File: src/rtl/data_sync_dest.sv
// data_sync_dest: destination-side multi-cycle-path bus synchronizer.
//   Synchronizes the source's BUS_ENABLE toggle through a NUM_STAGES flop chain,
//   turns each level change into a one-cycle strobe, captures UNSYNC_BUS on that
//   strobe and returns a 2-phase acknowledge toggle to the source.
// Ports:
//   CLK          destination clock
//   RST          asynchronous active-low reset
//   UNSYNC_BUS   source-domain data, held stable by the source while a word is in flight
//   BUS_ENABLE   source-domain toggle, one level change per word
//   SYNC_BUS     captured word, held until the next capture
//   ENABLE_PULSE one-cycle strobe coincident with a SYNC_BUS update
//   ACK_TOGGLE   flips once per accepted word
//   CLR_OVERRUN  synchronous clear of OVERRUN
//   OVERRUN      sticky flag: toggles arrived closer than MIN_GAP cycles
// Optional feature: define DATA_SYNC_DEST_OVERRUN_EN to build the gap counter and
// OVERRUN flag; otherwise OVERRUN is tied low and CLR_OVERRUN is ignored.
module data_sync_dest #(
    parameter int NUM_STAGES = 2,
    parameter int BUS_WIDTH  = 8,
    parameter int MIN_GAP    = 4
) (
    input  logic                 CLK,
    input  logic                 RST,
    input  logic [BUS_WIDTH-1:0] UNSYNC_BUS,
    input  logic                 BUS_ENABLE,
    output logic [BUS_WIDTH-1:0] SYNC_BUS,
    output logic                 ENABLE_PULSE,
    output logic                 ACK_TOGGLE,
    input  logic                 CLR_OVERRUN,
    output logic                 OVERRUN
);
    if (NUM_STAGES < 2) begin : g_bad_stages
        $error("data_sync_dest: NUM_STAGES must be >= 2");
    end
    if (MIN_GAP < 1) begin : g_bad_gap
        $error("data_sync_dest: MIN_GAP must be >= 1");
    end

    logic [NUM_STAGES-1:0] sync_q, sync_d;
    logic                  prev_q;
    logic                  tgl;
    logic [BUS_WIDTH-1:0]  bus_q, bus_d;
    logic                  pulse_q, pulse_d;
    logic                  ack_q, ack_d;

    // Any level change of the synchronized enable is a new word, rising or falling.
    always_comb begin
        sync_d  = {sync_q[NUM_STAGES-2:0], BUS_ENABLE};
        tgl     = sync_q[NUM_STAGES-1] ^ prev_q;
        bus_d   = tgl ? UNSYNC_BUS : bus_q;
        pulse_d = tgl;
        ack_d   = ack_q ^ tgl;
    end

    always_ff @(posedge CLK or negedge RST) begin
        if (!RST) begin
            sync_q  <= '0;
            prev_q  <= 1'b0;
            bus_q   <= '0;
            pulse_q <= 1'b0;
            ack_q   <= 1'b0;
        end else begin
            sync_q  <= sync_d;
            prev_q  <= sync_q[NUM_STAGES-1];
            bus_q   <= bus_d;
            pulse_q <= pulse_d;
            ack_q   <= ack_d;
        end
    end

    assign SYNC_BUS     = bus_q;
    assign ENABLE_PULSE = pulse_q;
    assign ACK_TOGGLE   = ack_q;

`ifdef DATA_SYNC_DEST_OVERRUN_EN
    localparam int GW = $clog2(MIN_GAP + 1);
    localparam logic [GW-1:0] GAP_MAX = GW'(MIN_GAP);

    logic [GW-1:0] gap_q, gap_d;
    logic          ovr_q, ovr_d;

    // gap_q counts idle cycles since the last edge; starting saturated means the
    // first edge after reset can never be flagged. A new set beats a clear.
    always_comb begin
        gap_d = tgl ? '0 : ((gap_q == GAP_MAX) ? gap_q : gap_q + 1'b1);
        ovr_d = (tgl && (int'(gap_q) < MIN_GAP - 1)) ? 1'b1 : (CLR_OVERRUN ? 1'b0 : ovr_q);
    end

    always_ff @(posedge CLK or negedge RST) begin
        if (!RST) begin
            gap_q <= GAP_MAX;
            ovr_q <= 1'b0;
        end else begin
            gap_q <= gap_d;
            ovr_q <= ovr_d;
        end
    end

    assign OVERRUN = ovr_q;
`else
    logic unused_clr;

    assign unused_clr = CLR_OVERRUN;
    assign OVERRUN    = 1'b0;
`endif

endmodule

File: config.mk
export PLATFORM = sky130hd
export DESIGN_NAME = data_sync_dest
export DESIGN_NICKNAME = d
export VERILOG_FILES = /design/src/rtl/data_sync_dest.sv
export SDC_FILE = /design/constraint.sdc
export NUM_CORES = 1
export LEC_CHECK = 0
export CAP_MARGIN = 30
export CORE_AREA = 2 2 39 41
export CTS_BUF_LIST = sky130_fd_sc_hd__clkbuf_8
export CTS_CLUSTER_SIZE = 28
export DETAILED_ROUTE_END_ITERATION = 12
export DIE_AREA = 0 0 41 43
export PLACE_DENSITY = 0.71
export SLEW_MARGIN = 20
export SYNTH_ARGS = -nofsm -noshare
export SYNTH_HDL_FRONTEND = slang
export SYNTH_SLANG_ARGS = --single-unit
File: constraint.sdc
create_clock -name CLK -period 1.6 [get_ports CLK]
set_clock_uncertainty 0.1 [all_clocks]
set_input_delay 0.4 -clock CLK [delete_from_list [all_inputs] [get_ports CLK]]
set_output_delay 0.4 -clock CLK [all_outputs]
set_load 0.01 [all_outputs]
Word level (Yosys, flattened, before mapping):

Index checks and enable logic that the tools add are counted.

* memory bits (writable): 0
* bits of input ports: 12
* bits in registers: 13
* bits in latches: 0
* output and inout port bits: 11
* memories: 0
* memory bits (read-only): 0

* reductions and logical operators: 0
* add/subtract/negate cells: 0
* shifts and indexed selects: 0
* equal/unequal tests: 0
* muxes and demuxes: 0
* $mul: 0
* bitwise logic cells: 2
* order comparisons: 0
* div/mod/pow operators: 0

Operator list (count)
* $xor 1x1->1: 2

Longest topological paths before layout:

Gate-level depths: netlist of the first run.

* depth in word-level cells: 2
* mapped depth: 2

Worst setup path before layout of the first run:

Ideal clock, no wire load.

* kind: register -> register
* from: register prev_q
* to: register bus_q[0], in the netlist SYNC_BUS[0]
* data required time: 1.375 ns
* arrival: 1.071 ns
* cell stages (with the launch flop): 3
* buffers on the path: 0
* period minus slack after synthesis: 1.296 ns
* slack: 0.304 ns
* cells stage by stage: dfrtp_1 > xor2_4 > mux2_2

* cells in the longest elaborated chain, start to end: 1

Ends and longest elaborated chain
* start: declaration: line 40 `logic prev_q;`
* start signal: assignment: line 64 `prev_q <= sync_q[NUM_STAGES-1];`
* $xor 1x1->1: line 49 `tgl = sync_q[NUM_STAGES-1] ^ prev_q;`
* net pulse_d: line 43 `logic pulse_q, pulse_d;`
* end signal: assignment: line 65 `bus_q <= bus_d;`
* end: declaration: line 42 `logic [BUS_WIDTH-1:0] bus_q, bus_d;`

The timed path passes the listed nets, and every way through them passes these cells.
A chain may end at the register's enable or synchronous reset.

Final worst setup path of the first run:

* from: register ack_q, in the netlist ACK_TOGGLE
* to: output port ACK_TOGGLE

RTL lines
* start: declaration: line 44 `logic ack_q, ack_d;`
* start signal: assignment: line 67 `ack_q <= ack_d;`
* end: declaration: line 28 `output logic ACK_TOGGLE,`

No word-level cell between the ends.

==> impl_metrics.json, run 1 <==
{
  "vias_per_cell": 4.077,
  "utilization_pct": 51.99,
  "period_needed_ns": 1.403,
  "gr-usage-met1_pct": 13.40,
  "tritoncts": "yes",
  "synth_cell_types": 6,
  "final_common_cell": "dfrtp_1",
  "yosys_warnings": 0,
  "netlist_area_um2": 462.9,
  "grt_max_degree": 14,
  "crit_family": "flip-flops",
  "fmax_mhz": 712.6,
  "fin_nets": 62,
  "drive_gt1_share_pct": 26.53,
  "max_stage_delay_ns": 0.38,
  "avgSynthCellArea_um2": 18.52,
  "endpoint_kind": "output port",
  "ys_seq_area_share_pct": 70.27,
  "die-width_um": 41,
  "numPortBuffers": 20,
  "initial_core_util_pct": 33.45,
  "grt_usage_pct": 10.35,
  "wl_um": 686,
  "clk_path_buf_depth": 2,
  "dpl.hpwl_um": 518.4,
  "tns_ns": 0,
  "ir_worst_vdd_mv": 0.5828,
  "maxSlewViolCount": 0,
  "drcViolationCount": 0,
  "n_antenna_cell": 0,
  "firstDrtPassIters": 1,
  "yosys-top-cells-area": "dfrtp_1 (70%), mux2_2 (19%), xor2_4 (5.9%), xor2_1 (1.9%), buf_4 (1.6%)",
  "min-delay-start": "sync_q[0]",
  "antenna_found_initial": 0,
  "grt_pass1_wl_mm": 1.179,
  "synth_top_area_share_pct": 70.27,
  "rsz0062_at_grt": "no",
  "critPathSlowestCell": "dfrtp_1",
  "vias": 265,
  "coreArea_um2": 1384,
  "status": "finished, final reports clean",
  "htreeDepth": 1,
  "numClockSinks": 13,
  "grt.overflow.total": 0,
  "clk_latency_ns": 0.24,
  "rows": 14,
  "syn2layout_area_growth_pct": 55.41,
  "gr-usage-met3_pct": 4.712,
  "p_leak_nw": 0.3294,
  "netlist_instances": 25,
  "use_met2_pct": 13.75,
  "top_usage_layer": "met2",
  "cp-start-kind": "flip-flop",
  "grt_pass1_vias": 279,
  "holdWs_ns": 0.2484,
  "crit_type": "flip-flop to output port",
  "dieHeight_um": 43,
  "period_share_pct": 87.71,
  "drv_cap": 0,
  "layout_common_cells": "dfrtp_1 (13), clkdlybuf4s50_1 (10), dlygate4sd2_1 (9), mux2_2 (8), clkbuf_8 (3)",
  "ff2ff_setup_slack_ns": 0.24,
  "hold_path_class": "flip-flop to flip-flop",
  "finalHoldViolCount": 0,
  "crit_chain": "dlygate4sd2_1",
  "root_buffer": "clkbuf_8",
  "hold_path_end": "sync_q[1]",
  "ff2ff_path_depth": 2,
  "holdPathStages": 0,
  "ioPinCount": 23,
  "critPathBufInv": 1,
  "yosysTopAreaCell": "dfrtp_1",
  "finalSetupViolations": 0,
  "rr_endpoint": "SYNC_BUS[4]",
  "cp_max_fo": 2,
  "arrival_ns": 0.90,
  "postSynthNetCount": 37,
  "drt_iter0_markers": 0,
  "hold_buffers": 0,
  "worstPathRequired_ns": 1.10,
  "reg2reg_from": "prev_q",
  "yosys_register_bits": 13,
  "p_per_area_nw_per_um2": 1190,
  "place_congestion": 0.6277,
  "clkSlewWorstSetupHoldPaths_ns": 0.05,
  "detail-route-antenna-nets": 0,
  "cts_setup_buffers": 0,
  "dieArea_um2": 1763,
  "cts_made_buffers": 3,
  "wl_per_cell_um": 10.55
}
-- synth_stat cells --
master    n
conb_1    1
dfrtp_1  13
mux2_2    8
xor2_1    1
xor2_4    1
buf_4     1
-- report_power, final --
| part | switching, mW | leakage, nW | total, mW | internal (mW) |
|---|---|---|---|---|
| combinational | 0.0691 | 0.151 | 0.174 | 0.104 |
| clock | 0.111 | 0.0269 | 0.280 | 0.169 |
| sequential | 0.0238 | 0.152 | 0.403 | 0.379 |
-- kinds of logic (layout without fill, tap and decap cells) --
| logic type | count (synthesis) | after routing | share of synthesized area (%) |
|---|---|---|---|
| buf+inv | 1 | 25 | 1.622 |
| xor+xnor | 2 | 2 | 7.839 |
| mux | 8 | 8 | 19.46 |
| other cells | 1 | 1 | 0.8100 |
| flops | 13 | 13 | 70.27 |
-- worst max-delay path by stage --
stage               cells after the start          from           end  slack (ns)
floorplan                               2        prev_q   SYNC_BUS[0]        0.30
CTS                                     1  ENABLE_PULSE  ENABLE_PULSE        0.02
detailed placement                      2        prev_q   SYNC_BUS[4]        0.22
finish                                  1    ACK_TOGGLE    ACK_TOGGLE        0.20
global route                            1    ACK_TOGGLE    ACK_TOGGLE        0.16
global placement                        2        prev_q   SYNC_BUS[1]        0.23
-- sequential cells by signal, summed over array words and instances (netlist names) --
name,cells
ACK_TOGGLE,1
sync_q,2
SYNC_BUS,8
ENABLE_PULSE,1
prev_q,1
-- stage by stage --
step | cells | worst slack (ns) | instance area, um2 | total power [mW]
2_1_floorplan | 25 | 0.3043 | 462.9 | 0.4894
3_3_place_gp | 61 | 0.2285 | 683.2 | 0.6167
3_5_place_dp | 61 | 0.2211 | 683.2 | 0.6205
4_1_cts | 65 | 0.02309 | 716.9 | 0.8721
5_1_grt | 65 | 0.1585 | 719.4 | 0.9099
6_report | 65 | 0.1967 | 719.4 | 0.8562
-- metal layers --
layer | wire length, um | up-vias | part of all wire [%]
met2 | 380 | 4 | 55
met4 | 0 | 0 | 0
met1 | 291 | 133 | 42
li1 | - | 128 | -
met5 | 0 | - | 0
met3 | 14 | 0 | 2.0
-- cell type report --
class                           instances  area, um2
Clock inverter                          1      3.754
Timing Repair Buffer                   21      198.9
Tap cell                               16      20.02
Sequential cell                        13      325.3
Fill cell                             122      664.4
Multi-Input combinational cell         11      130.1
Clock buffer                            3      41.29
-- repair_timing --
action / in CTS / in global routing
hold endpoints to repair: 0 / 0
endpoints found under the setup margin: 9 / 1
gates cloned: 0 / 0
resized for setup: 9 / 1
(Power assumes the default switching activity.)
==> inputs of run 2 (changes only) <==
--- a/config.mk
+++ b/config.mk
@@ -5,7 +5,7 @@
 export SDC_FILE = /design/constraint.sdc
 export NUM_CORES = 1
 export LEC_CHECK = 0
-export CAP_MARGIN = 30
+export CAP_MARGIN = 20
 export CORE_AREA = 2 2 39 41
 export CTS_BUF_LIST = sky130_fd_sc_hd__clkbuf_8
 export CTS_CLUSTER_SIZE = 28
@@ -16,3 +16,4 @@
 export SYNTH_ARGS = -nofsm -noshare
 export SYNTH_HDL_FRONTEND = slang
 export SYNTH_SLANG_ARGS = --single-unit
+export TNS_END_PERCENT = 50
==> constraint.sdc (replaced) <==
create_clock -name CLK -period 1.62 [get_ports CLK]
set_clock_uncertainty 0.1 [all_clocks]
set_input_delay 0.405 -clock CLK [delete_from_list [all_inputs] [get_ports CLK]]
set_output_delay 0.405 -clock CLK [all_outputs]
set_load 0.01 [all_outputs]
==> run 2 against run 1 <==
Cell count unchanged. Critical path type unchanged. Die area unchanged. Flip-flop and latch count unchanged. Critical path depth unchanged. Critical endpoint unchanged. Wire length up 8.2%. Global-route usage up 1.1 points.
==> impl_metrics.json, run 2 (synthesis gave the netlist of run 1 again) <==
{
  "vias_per_cell": 4.323,
  "cts_made_buffers": 3,
  "finalHoldViolCount": 0,
  "n_antenna_cell": 0,
  "vias": 281,
  "p_leak_nw": 0.3451,
  "critPathBufInv": 1,
  "holdWs_ns": 0.2576,
  "final_common_cell": "dfrtp_1",
  "fillers": 129,
  "cp-startpoint": "ACK_TOGGLE",
  "dieArea_um2": 1763,
  "clk_latency_ns": 0.24,
  "drt_iter0_markers": 0,
  "fmax_mhz": 711.5,
  "firstDrtPassIters": 1,
  "hold_buffers": 0,
  "root_buffer": "clkbuf_8",
  "period_share_pct": 86.75,
  "grt_pass1_wl_mm": 1.269,
  "wl_per_cell_um": 11.42,
  "tns_ns": 0,
  "die-width_um": 41,
  "largest_register_ffs": 8,
  "drive_gt1_share_pct": 26.53,
  "drv_cap": 0,
  "crit_family": "flip-flops",
  "ff2ff_path_depth": 2,
  "dieHeight_um": 43,
  "period_needed_ns": 1.405,
  "htreeDepth": 1,
  "crit_chain": "dlygate4sd2_1",
  "rows": 14,
  "cp-endpoint": "ACK_TOGGLE",
  "grt_max_degree": 14,
  "rsz0062_at_grt": "no",
  "ff2ff_setup_slack_ns": 0.25,
  "cp-start-kind": "flip-flop",
  "syn2layout_area_growth_pct": 57.03,
  "clkSlewWorstSetupHoldPaths_ns": 0.05,
  "finalSetupViolations": 0,
  "grt_usage_pct": 11.49,
  "endpoint_kind": "output port",
  "p_per_area_nw_per_um2": 1173,
  "place_congestion": 0.6282,
  "numPortBuffers": 20,
  "layout_common_cells": "dfrtp_1 (13), clkdlybuf4s50_1 (10), mux2_2 (8), dlygate4sd2_1 (7)",
  "status": "finished, final reports clean",
  "max_stage_delay_ns": 0.38,
  "worstPathRequired_ns": 1.11,
  "cp_max_fo": 2,
  "reg2reg_from": "prev_q",
  "grt.overflow.total": 0,
  "maxSlewViolCount": 0,
  "ir_worst_vdd_mv": 0.7373,
  "cts_resized": 7,
  "wl_um": 742,
  "cts_setup_buffers": 0,
  "crit_type": "flip-flop to output port",
  "detail-route-antenna-nets": 0,
  "crit_cells": 1,
  "hold_path_class": "flip-flop to flip-flop",
  "numClockSinks": 13,
  "arrival_ns": 0.90,
  "fin_nets": 62,
  "antenna_found_initial": 0,
  "ioPinCount": 23,
  "clk_path_buf_depth": 2,
  "drcViolationCount": 0,
  "critPathSlowestCell": "dfrtp_1",
  "tritoncts": "yes",
  "rr_endpoint": "SYNC_BUS[0]",
  "coreArea_um2": 1384,
  "initial_core_util_pct": 33.45,
  "grt_pass1_vias": 308
}
==> run 2: cell count changes in the layout (fill, tap and decap cells not counted) <==
cell,previous run,this run
dlygate4sd2_1,9,7
dlymetal6s2s_1,1,3
==> run 2: where the power goes <==
group | leakage (nW) | switching (mW) | total, mW | internal [mW]
combinational | 0.167 | 0.0683 | 0.175 | 0.106
sequential | 0.152 | 0.0242 | 0.399 | 0.375
clock | 0.0269 | 0.112 | 0.279 | 0.167
==> run 2: through the flow <==
stage / utilization, % / area, um2 / total power [mW] / worst slack [ns] / std cells
floorplan: - / 462.9 / 0.4834 / 0.3243 / 25
global placement: 49.37 / 683.2 / 0.6092 / 0.2447 / 61
detailed placement: 49.37 / 683.2 / 0.6146 / 0.2376 / 61
CTS: 51.99 / 719.4 / 0.8678 / 0.006114 / 65
global route: 52.53 / 726.9 / 0.9077 / 0.1735 / 65
finish: 52.53 / 726.9 / 0.8528 / 0.2146 / 65
==> run 2: area by class of cell <==
class | count | area [um2] | share of cell area, %
Clock buffer | 3 | 41.29 | 5.680
Clock inverter | 1 | 3.754 | 0.5164
Multi-Input combinational cell | 11 | 130.1 | 17.90
Sequential cell | 13 | 325.3 | 44.75
Tap cell | 16 | 20.02 | 2.754
Timing Repair Buffer | 21 | 206.4 | 28.40
==> run 2: worst min path at each step <==
stage | to | slack, ns | cells past startpoint | start
3_3_place_gp | sync_q[1] | 0.23 | 0 | sync_q[0]
2_1_floorplan | ACK_TOGGLE | 0.009 | 0 | RST
4_1_cts | sync_q[1] | 0.26 | 0 | sync_q[0]
3_5_place_dp | sync_q[1] | 0.25 | 0 | sync_q[0]
6_report | sync_q[1] | 0.26 | 0 | sync_q[0]
5_1_grt | sync_q[1] | 0.27 | 0 | sync_q[0]
==> run 2: metal layers <==
layer  GRT usage [%]  part of all wire [%]  up-vias
met1           12.07                    37      138
met3           4.712                   4.2        4
li1                -                     -      130
met4           10.00                   4.6        0
met2           16.56                    54        9
met5               0                     0        -
==> patch 1 (flow settings as in run 2) <==
The parameter `BUS_WIDTH` goes from 8 to 6.
--- a/src/rtl/data_sync_dest.sv
+++ b/src/rtl/data_sync_dest.sv
@@ -17,5 +17,5 @@
 module data_sync_dest #(
     parameter int NUM_STAGES = 2,
-    parameter int BUS_WIDTH  = 8,
+    parameter int BUS_WIDTH  = 6,
     parameter int MIN_GAP    = 4
 ) (
Interface: changed (resized SYNC_BUS and UNSYNC_BUS); port bits go from 23 to 19. The function was not compared with the original's and may differ.
==> patch 1 against run 2 <==
  * Synthesized area fell by 18%
  * Routed wire length fell by 15%
  * Worst setup slack got worse by 0.16 ns
  * Clock power fell by 9.7%
  * Utilization fell by 9.2 points
  * Final area fell by 18%
  * Highest routed layer unchanged
  * Combinational power fell by 17%
  * Critical endpoint is now ENABLE_PULSE
  * Power fell by 13%
  * Largest power group unchanged
  * Sequential cell count fell by 2
==> patch 1: results (changes against run 2) <==
Share of layout cells above drive strength 1: 0.250 (-0.0153)
Routed Wire Length: 630 um (-15%)
Gpl congestion: 0.645 (+2.6%)
Critical path data arrival time: 1.06 ns (+0.16 ns)
DRC errors left: 0 (unchanged)
Global-route met2 utilization: 0.134 (-0.0313)
Static power due to leakage: 0.288 nW (-17%)
Count of buffers inserted at the top-level ports: 16 (-20%)
Startpoint of the most critical register-to-register path: prev_q$_DFF_PN0_
Count of mapped cells out of synthesis: 21 (-16%)
Top cells by area in the synthesized netlist: dfrtp_1 (73%), mux2_2 (18%), xor2_2 (4.3%)
Count of placed standard cells in the final layout, fillers left out: 56 (-14%)
Sequential element share of the synthesized area: 0.726 (+0.0234)
Instance count after placement with tap cells included: 52 (-15%)
Fraction of met3 tracks used by global routing: 0.0314 (-0.0157)
Maximum cell stage delay along the critical path: 0.52 ns (+0.14 ns)
Initial antenna violation count: 0 (unchanged)
Clock transition time at the flip-flop clock pins of the worst setup and hold paths: 0.04 ns
Result of the run: completed
Number of nets in the final layout: 51 (-18%)
Cts repair resizes: 4 (-3)
Register-to-register setup slack: 0.20 ns (-0.05 ns)
Cells on worst reg2reg path: 2 (unchanged)
Largest register FFs: 6 (-2)
Global-route wire length before repair: 1000 um (-21%)
Metal3 WL: 23 um (-26%)
Proportion of synthesized flip-flops having asynchronous set or reset: 1.00 (unchanged)
Cell at the root of the clock tree: clkbuf_8
Category of cells accounting for the largest share of critical-path delay: buffers and inverters
Commonest cells in the netlist: dfrtp_1 (11), mux2_2 (6)
Vias per std cell: 4.09 (-5.4%)
Count of warnings emitted by yosys: 0 (unchanged)
Overall routing resource usage: 0.0927 (-0.0222)
Via count of the first global-routing pass: 229 (-26%)
Clock Latency Late Sink: 0.23 ns
Total length of routed met2 wires: 353 um (-12%)
Total clock buffers created by CTS: 3 (unchanged)
Syn nets: 31 (-16%)
Final hold slack: 0.249 ns (-0.00909 ns)
Maximum vdd ir drop: 0.435 mV (-41%)
Largest net degree at the start of global routing: 12 (-2)
Standard cell area after detailed placement: 552 um2 (-19%)
Number of diodes added for antenna fixing: 0 (unchanged)
DRT met1 WL: 232 um (-15%)
M1 GR Usage: 0.0909 (-0.0298)
Crit Path Max Fanout: 1 (-1)
Critical-path top delay cell: clkdlybuf4s50_1
==> patch 1: worst max path at each step <==
| stage | start | to | slack, ns | depth (start not counted) |
|---|---|---|---|---|
| after floorplan | prev_q$_DFF_PN0_ | SYNC_BUS[0]$_DFFE_PN0P_ | 0.32 | 2 |
| final | ENABLE_PULSE$_DFF_PN0_ | ENABLE_PULSE | 0.05 | 1 |
| after global placement | prev_q$_DFF_PN0_ | SYNC_BUS[5]$_DFFE_PN0P_ | 0.20 | 2 |
| after global routing | ENABLE_PULSE$_DFF_PN0_ | ENABLE_PULSE | 0.01 | 1 |
| after detailed placement | prev_q$_DFF_PN0_ | SYNC_BUS[0]$_DFFE_PN0P_ | 0.20 | 2 |
| after CTS | SYNC_BUS[3]$_DFFE_PN0P_ | SYNC_BUS[3] | 0.007 | 1 |
==> patch 1: worst reg2reg max path: cells and delay by family, from the launching register on <==
kind | cells | cell delay (ns)
xor gates and xnor gates | 1 | 0.42
muxes | 1 | 0.40
DFF | 1 | 0.39
==> patch 1: area by class of cell <==
| class | instances | area [um2] |
|---|---|---|
| clock buffer | 3 | 41.3 |
| clock inverter | 1 | 3.75 |
| fill | 134 | 785 |
| multi-input combinational | 9 | 96.3 |
| sequential | 11 | 275 |
| tap | 16 | 20.0 |
| timing repair buffer | 16 | 163 |
==> patch 1: cell families after synthesis <==
family	count (synthesis)	share of synthesized area
buffers and inverters	1	0.0198
DFF	11	0.726
xor gates and xnor gates	2	0.0660
other	1	0.00989
muxes	6	0.178
==> patch 1: power by group <==
part / internal [mW] / total, mW / switching (mW)
logic: 0.0876 / 0.145 / 0.0578
clock network: 0.165 / 0.252 / 0.0873
registers: 0.318 / 0.340 / 0.0222
==> patch 2 (config.mk and constraints of run 2) <==
Without the edit above. Register the output `SYNC_BUS` once more, without a reset; this adds one clock of latency there. The other outputs are not delayed to match. Comments in the files are not updated.
--- a/src/rtl/data_sync_dest.sv
+++ b/src/rtl/data_sync_dest.sv
@@ -69,5 +69,7 @@
     end
 
-    assign SYNC_BUS     = bus_q;
+    always_ff @(posedge CLK) begin
+        SYNC_BUS <= bus_q;
+    end
     assign ENABLE_PULSE = pulse_q;
     assign ACK_TOGGLE   = ack_q;
Behaviour: not the same (Yosys sat finds a counterexample within 4 cycles, from zero or initial values and one cycle with RST low).
==> patch 2 against run 2 <==
  * Critical path depth is the same
  * Worst setup slack lost 0.032 ns
  * Sequential share of layout area grew 9.1 points
  * Final area grew 24%
  * Largest power group unchanged
  * Critical path type unchanged
  * Via count grew 14%
  * Routed wire length grew 30%
  * Sequential cell count grew 8
  * First-iteration DRC count is the same
  * Synthesized cell count grew 32%
  * Synthesized area grew 35%
  * Maximum frequency shrank 2.2%
  * Largest cell class unchanged
  * Power grew 34%
==> patch 2: results (changes against run 2) <==
Result of the run: completed
Category of cells accounting for the largest share of critical-path delay: flip-flops
Global-route wire length before repair: 1580 um (+25%)
Number of nets in the final layout: 70 (+13%)
Maximum vdd ir drop: 0.732 mV (-0.74%)
R2r endpoint: bus_q[2]$_DFFE_PN0P_
Syn nets: 45 (+22%)
Number of iterations in the first detailed-routing pass: 1 (unchanged)
Total clock buffers created by CTS: 3 (unchanged)
Clock Latency Late Sink: 0.25 ns
DR vias: 319 (+14%)
Sequential element share of the synthesized area: 0.779 (+0.0764)
Commonest cells in the netlist: dfrtp_1 (13), dfxtp_1 (8), mux2_2 (8)
Share of layout cells above drive strength 1: 0.228 (-0.0372)
Static power due to leakage: 0.444 nW (+29%)
Via count of the first global-routing pass: 362 (+18%)
Origin of the worst min-delay path: sync_q[0]$_DFF_PN0_
Final hold slack: 0.258 ns (+0.000174 ns)
Standard cell area after detailed placement: 843 um2 (+23%)
Gpl congestion: 0.571 (-9.1%)
Number of distinct library cells after synthesis: 7 (+1)
Routed Wire Length: 966 um (+30%)
Proportion of synthesized flip-flops having asynchronous set or reset: 0.619 (-0.381)
Overall routing resource usage: 0.143 (+0.0281)
Critical-path top delay cell: dfrtp_1
Top cells by area in the synthesized netlist: dfrtp_1 (52%), dfxtp_1 (26%), mux2_2 (14%)
Clock transition time at the flip-flop clock pins of the worst setup and hold paths: 0.07 ns (+0.02 ns)
Switching Fraction: 0.224 (-0.0160)
## patch 2: power by group through the flow
| stage | clock, mW | combinational [mW] | sequential (mW) |
|---|---|---|---|
| global route | 0.353 | 0.202 | 0.647 |
| floorplan | 0 | 0.0536 | 0.667 |
| CTS | 0.336 | 0.196 | 0.641 |
| finish | 0.318 | 0.185 | 0.637 |
| detailed placement | 0 | 0.208 | 0.653 |
| global placement | 0 | 0.203 | 0.643 |
## patch 2: worst max path at each step
stage                         startpoint                    to
finish              ACK_TOGGLE$_DFF_PN0_            ACK_TOGGLE
global route        ACK_TOGGLE$_DFF_PN0_            ACK_TOGGLE
CTS                  SYNC_BUS[0]$_DFF_P_           SYNC_BUS[0]
detailed placement  ACK_TOGGLE$_DFF_PN0_            ACK_TOGGLE
global placement    ACK_TOGGLE$_DFF_PN0_            ACK_TOGGLE
floorplan               prev_q$_DFF_PN0_  bus_q[0]$_DFFE_PN0P_
## patch 2: timing repair
item / in CTS / in global routing
setup endpoints to repair: 3 / 7
hold buffers: 0 / 0
gates resized for setup: 3 / 7
## patch 2: stage by stage
stage / util / std cells / worst slack [ns]
global route: 0.652 / 73 / 0.146
floorplan: - / 33 / 0.324
detailed placement: 0.609 / 69 / 0.221
global placement: 0.609 / 69 / 0.239
CTS: 0.639 / 73 / 0.000766
finish: 0.652 / 73 / 0.183
## patch 2: final cells by class
type	count	area, um2
Sequential cell	21	485
Fill cell	100	482
Timing Repair Buffer	21	221
Multi-Input combinational cell	11	130
Clock buffer	3	41.3
Tap cell	16	20.0
Clock inverter	1	3.75
## patch 2: logic make-up (layout without fill, tap and decap cells)
logic type,count (synthesis),count (layout),share of synthesized area
buffers and inverters,1,25,0.0121
other,1,1,0.00602
xor gates and xnor gates,2,2,0.0582
muxes,8,8,0.145
DFF,21,21,0.779
## patch 2: metal layers
metal | vias to the layer above | track usage | share of wire
met5 | - | 0 | 0
met4 | 0 | 0.0800 | 0
met3 | 0 | 0.0628 | 0.081
met2 | 15 | 0.219 | 0.54
met1 | 154 | 0.157 | 0.37
li1 | 150 | - | -
